[config.mk]
export PLATFORM = sky130hd
export DESIGN_NAME = apu_length_envelope
export DESIGN_NICKNAME = d
export VERILOG_FILES = /design/src/rtl/apu_length_envelope.sv
export SDC_FILE = /design/constraint.sdc
export NUM_CORES = 1
export LEC_CHECK = 0
export CAP_MARGIN = 20
export CORE_MARGIN = 5
export CORE_UTILIZATION = 30
export DETAILED_ROUTE_END_ITERATION = 16
export GPL_ROUTABILITY_DRIVEN = 0
export MAX_ROUTING_LAYER = met4
export PLACE_DENSITY_LB_ADDON = 0.08
export SLEW_MARGIN = 40
export SYNTH_ARGS = -nofsm -noshare
export SYNTH_HDL_FRONTEND = slang
export SYNTH_SLANG_ARGS = --single-unit
[constraint.sdc]
create_clock -name clk -period 3.3 [get_ports clk]
set_clock_uncertainty 0.05 [all_clocks]
set_input_delay 0.825 -clock clk [delete_from_list [all_inputs] [get_ports clk]]
set_output_delay 0.825 -clock clk [all_outputs]
set_load 0.005 [all_outputs]
[src/rtl/apu_length_envelope.sv]
// Per-channel envelope generator and length counter for the APU tone channels.
// Write strobes are edge-detected; e_pulse/l_pulse come from the frame counter.
module apu_length_envelope #(
  parameter int HAS_ENVELOPE = 1,
  parameter int HALT_BIT     = 5
) (
  input  logic       clk,
  input  logic       rst,
  input  logic       e_pulse,
  input  logic       l_pulse,
  input  logic [7:0] ctrl_data,
  input  logic       ctrl_wren,
  input  logic [4:0] len_data,
  input  logic       len_wren,
  input  logic       chan_enable,
  output logic [3:0] env_volume,
  output logic       length_active,
  output logic [7:0] length_count
);

  logic       prev_ctrl_wren, prev_len_wren;
  logic       ctrl_edge, len_edge;
  logic [7:0] length_q, length_d;
  logic [3:0] decay_q, decay_d;
  logic [3:0] divider_q, divider_d;
  logic       start_q, start_d;
  logic       halt_q, halt_d;
  logic       const_vol_q, const_vol_d;
  logic [3:0] vol_q, vol_d;
  logic [3:0] env_q, env_d;

  function automatic logic [7:0] len_table(input logic [4:0] idx);
    case (idx)
      5'd0:  len_table = 8'd10;   5'd1:  len_table = 8'd254;
      5'd2:  len_table = 8'd20;   5'd3:  len_table = 8'd2;
      5'd4:  len_table = 8'd40;   5'd5:  len_table = 8'd4;
      5'd6:  len_table = 8'd80;   5'd7:  len_table = 8'd6;
      5'd8:  len_table = 8'd160;  5'd9:  len_table = 8'd8;
      5'd10: len_table = 8'd60;   5'd11: len_table = 8'd10;
      5'd12: len_table = 8'd14;   5'd13: len_table = 8'd12;
      5'd14: len_table = 8'd26;   5'd15: len_table = 8'd14;
      5'd16: len_table = 8'd12;   5'd17: len_table = 8'd16;
      5'd18: len_table = 8'd24;   5'd19: len_table = 8'd18;
      5'd20: len_table = 8'd48;   5'd21: len_table = 8'd20;
      5'd22: len_table = 8'd96;   5'd23: len_table = 8'd22;
      5'd24: len_table = 8'd192;  5'd25: len_table = 8'd24;
      5'd26: len_table = 8'd72;   5'd27: len_table = 8'd26;
      5'd28: len_table = 8'd16;   5'd29: len_table = 8'd28;
      5'd30: len_table = 8'd32;   default: len_table = 8'd30;
    endcase
  endfunction

  // Strobes are level signals that may be held; only the rising edge acts.
  assign ctrl_edge = ctrl_wren && !prev_ctrl_wren;
  assign len_edge  = len_wren && !prev_len_wren;

  always_comb begin
    length_d    = length_q;
    decay_d     = decay_q;
    divider_d   = divider_q;
    start_d     = start_q;
    halt_d      = halt_q;
    const_vol_d = const_vol_q;
    vol_d       = vol_q;
    env_d       = 4'h0;

    // Decrement uses the registered halt; load overrides; disable overrides all.
    if (l_pulse && (length_q != 8'd0) && !halt_q)
      length_d = length_q - 8'd1;
    if (len_edge)
      length_d = len_table(len_data);
    if (!chan_enable)
      length_d = 8'd0;

    if (ctrl_edge) begin
      halt_d      = ctrl_data[HALT_BIT];
      const_vol_d = ctrl_data[4];
      vol_d       = ctrl_data[3:0];
    end

    if (HAS_ENVELOPE != 0) begin
      if (e_pulse) begin
        if (start_q) begin
          start_d   = 1'b0;
          decay_d   = 4'hF;
          divider_d = vol_q;
        end else if (divider_q == 4'h0) begin
          divider_d = vol_q;
          if (decay_q != 4'h0)
            decay_d = decay_q - 4'h1;
          else if (halt_q)
            decay_d = 4'hF;
        end else begin
          divider_d = divider_q - 4'h1;
        end
      end
      // A same-cycle length write re-arms start even if e_pulse just cleared it.
      if (len_edge)
        start_d = 1'b1;
      env_d = const_vol_q ? vol_q : decay_q;
    end else begin
      decay_d   = 4'h0;
      divider_d = 4'h0;
      start_d   = 1'b0;
    end
  end

  always_ff @(posedge clk) begin
    if (rst) begin
      // Capturing the live strobe makes a strobe held across reset release inert.
      prev_ctrl_wren <= ctrl_wren;
      prev_len_wren  <= len_wren;
      length_q       <= 8'd0;
      decay_q        <= 4'h0;
      divider_q      <= 4'h0;
      start_q        <= 1'b0;
      halt_q         <= 1'b0;
      const_vol_q    <= 1'b0;
      vol_q          <= 4'h0;
      env_q          <= 4'h0;
    end else begin
      prev_ctrl_wren <= ctrl_wren;
      prev_len_wren  <= len_wren;
      length_q       <= length_d;
      decay_q        <= decay_d;
      divider_q      <= divider_d;
      start_q        <= start_d;
      halt_q         <= halt_d;
      const_vol_q    <= const_vol_d;
      vol_q          <= vol_d;
      env_q          <= env_d;
    end
  end

  assign env_volume    = env_q;
  assign length_count  = length_q;
  assign length_active = (length_q != 8'd0);

endmodule

==> impl_metrics.yaml, run 1 <==
outcome:
  outcome: "finished clean"
critical_path:
  worst-setup-path-type: "flop to output pin"
  cp_num_buf_inv: 2
  worst_ep_arrival_time_ns: 1.95
  crit_slowest_cell: "clkdlybuf4s50_1"
  required_ns: 2.42
  critPathTopFamily: "buffers and inverters"
  path_depth: 5
  path_max_fanout: 5
  cp_cell_sequence: "inv_1, ha_1, nor3b_1, nand2_1, clkdlybuf4s50_1"
  critical_path.max_stage_delay_ns: 0.48
  critPathLaunchType: "flop"
  crit_path_end_kind: "output pin"
  r2r_cells: 7
global_routing:
  grt_pass1_wl_microns: 7230
  grt_antenna_before_repair: 0
  overflow: 0
  grt_util_all_layers: 0.125
  first_global_vias: 1502
  grt_max_degree: 20
drt:
  wl_per_cell_microns: 13.5
  wl_microns: 4150
  firstDrtPassIters: 4
  vias: 1534
  routed_via_density: 5.00
  drc: 0
  drtIter0Drc: 80
  antenna_left: 0
yosys:
  synth_top_area_frac: 0.333
  netlist_instances: 204
  yosys_warnings: 0
  synth_area_per_cell_sq_um: 8.56
  yosys_register_bits: 29
  synth_edf_count: 0
  synth_area_leaders: "dfxtp_1, ha_1, mux2i_1, nor2_1, a21oi_1"
  synth_area_leader_cell: "dfxtp_1"
  synth-async-reset-ratio: 0
  syn_area_sq_um: 1750
  synthFlopType: "dfxtp_1"
  ys_seq_area_frac: 0.333
  yosysUniqueCellTypes: 50
  syn_nets: 234
layout:
  finalNonFillerCells: 307
  drive_gt1_frac: 0.102
  final_cell_mix: "clkdlybuf4s50_1, dfxtp_1, nor2_1"
  diodes: 0
  layout_commonest_cell: "clkdlybuf4s50_1"
  fin_nets: 264
  syn_to_final_growth_pct: 26.5
clock_network:
  htreeDepth: 2
  cts_buffer_depth: 2
  path_clk_slew_ns: 0.07
  cts_resized: 0
  cts.hold.buffers_added: 0
  postCtsSetupBuffers: 0
  cts_root_buf: "clkbuf_8"
  insertion_delay_ns: 0.28
  cts_made_buffers: 5
  clock-sinks: 29
  cts_tree: "built"
place:
  dp.final_hpwl_microns: 3130
  numPlacedInstances: 299
  portBuffers: 30
pwr:
  cellLeakagePower_nw: 0.820
  pwr-share-comb: 0.310
  swShare: 0.329
  switchingPower_mw: 0.344
  seq_power_share: 0.418
  vdd_drop_max_uv: 176
  powerDensity_nw_per_um2: 473
  p_clk_frac: 0.272
  internal_power_mw: 0.701
timing:
  fin_crit_sh: 0.856
  worstMarginPinSlew_ns: 0.689
  setup_viol: 0
  rsz0062_at_grt: "no"
  relSlewSlack: 0.540
  fmax_ghz: 0.354
  hold_viol: 0
  fin_tns_setup_ns: 0
  post-route-min-period_ns: 2.82
  slew_viol_final: 0
die:
  rows: 27
  die_x_microns: 86.3
  die_area_sq_um: 7440
  ios: 33
  die_h_microns: 86.3
  start_util: 0.313
  coreArea_sq_um: 5570
hold_path:
  hold_depth: 2
  min_path_type: "flop to flop"
job:
  max-cap-violations: 0
[kinds of logic after synthesis]
group / synth area share
multiplexers: 0.0760
adder cells (fa/ha/maj): 0.0717
flip-flops: 0.333
AND/OR/NAND/NOR: 0.218
buffers and inverters: 0.0559
AO/OA/AOI/OAI: 0.231
XOR/XNOR: 0.0151
[power groups by stage]
stage / Sequential (mW) / Clock, mW / Combinational [mW]
floorplan: 0.432 / 0 / 0.228
global placement: 0.444 / 0 / 0.326
detailed placement: 0.444 / 0 / 0.325
CTS: 0.436 / 0.301 / 0.326
global route: 0.444 / 0.316 / 0.370
finish: 0.437 / 0.284 / 0.324
[worst paths after layout]
check             startpoint         endpoint  slack (ns)
max          length_count[0]    length_active        0.48
min             divider_q[1]     divider_q[1]        0.46
max reg2reg  length_count[0]  length_count[4]        1.33
min reg2reg     divider_q[1]     divider_q[1]        0.46
[through the flow]
step	instance area, sq um	hold slack, ns	power [mW]	worst slack, ns	utilization
3_3_place_gp	2120	0.429	0.770	0.549	0.380
4_1_cts	2210	0.456	1.06	0.455	0.396
2_1_floorplan	1750	0.409	0.661	1.26	-
5_1_grt	2210	0.477	1.13	0.334	0.396
3_5_place_dp	2120	0.445	0.768	0.515	0.380
6_report	2210	0.455	1.04	0.475	0.396
[layer usage]
metal / share of wire / routed length [microns] / vias up / GRT usage
met5: 0 / 0 / - / -
met1: 0.52 / 2170 / 703 / 0.168
met4: 0.011 / 46 / 0 / 0.0425
met2: 0.42 / 1730 / 28 / 0.177
met3: 0.050 / 209 / 5 / 0.0371
li1: - / - / 798 / -
[flip-flops by register name (all words and copies together) (netlist names), 4 cells and up]
register / count
length_count: 8
divider_q: 4
env_volume: 4
vol_q: 4
decay_q: 4
[worst register-to-register path, cell delays in order (launching register included)]
cell,delay (ns)
dfxtp_1,0.45
inv_1,0.10
ha_1,0.24
nor3b_1,0.18
a21oi_2,0.33
nand3_1,0.16
xor2_1,0.17
a211oi_2,0.20
[final cells by class]
| cell class | instances | area [sq um] |
|---|---|---|
| clock buffers | 5 | 68.8 |
| clock inverters | 3 | 17.5 |
| fillers | 569 | 3370 |
| inverters | 14 | 52.6 |
| multi-input cells | 150 | 1070 |
| flip-flops and latches | 29 | 581 |
| well taps | 72 | 90.1 |
| repair buffers | 34 | 330 |
[cell usage after synthesis (2+ instances only)]
cell / instances
clkbuf_1: 7
xnor2_1: 2
nor3b_1: 2
a31oi_1: 2
a211oi_1: 6
inv_1: 14
a311oi_1: 5
nand3_1: 5
nor2_1: 27
a211oi_2: 4
a21oi_1: 15
nor3_1: 6
a21oi_2: 2
nand2b_1: 7
buf_2: 3
a221oi_1: 2
nand2_1: 7
ha_1: 10
dfxtp_1: 29
o211ai_1: 3
nor2b_1: 4
mux2i_1: 11
o21ai_0: 4
Note: power is estimated with default switching activity, not from simulation.
==> run 2, diff against run 1 <==
--- a/config.mk
+++ b/config.mk
@@ -5,7 +5,7 @@
 export SDC_FILE = /design/constraint.sdc
 export NUM_CORES = 1
 export LEC_CHECK = 0
-export CAP_MARGIN = 20
+export CAP_MARGIN = 0
 export CORE_MARGIN = 5
 export CORE_UTILIZATION = 30
 export DETAILED_ROUTE_END_ITERATION = 16
==> results of run 2 <==
Final layout, timing and power as in run 1 (identical DEF).
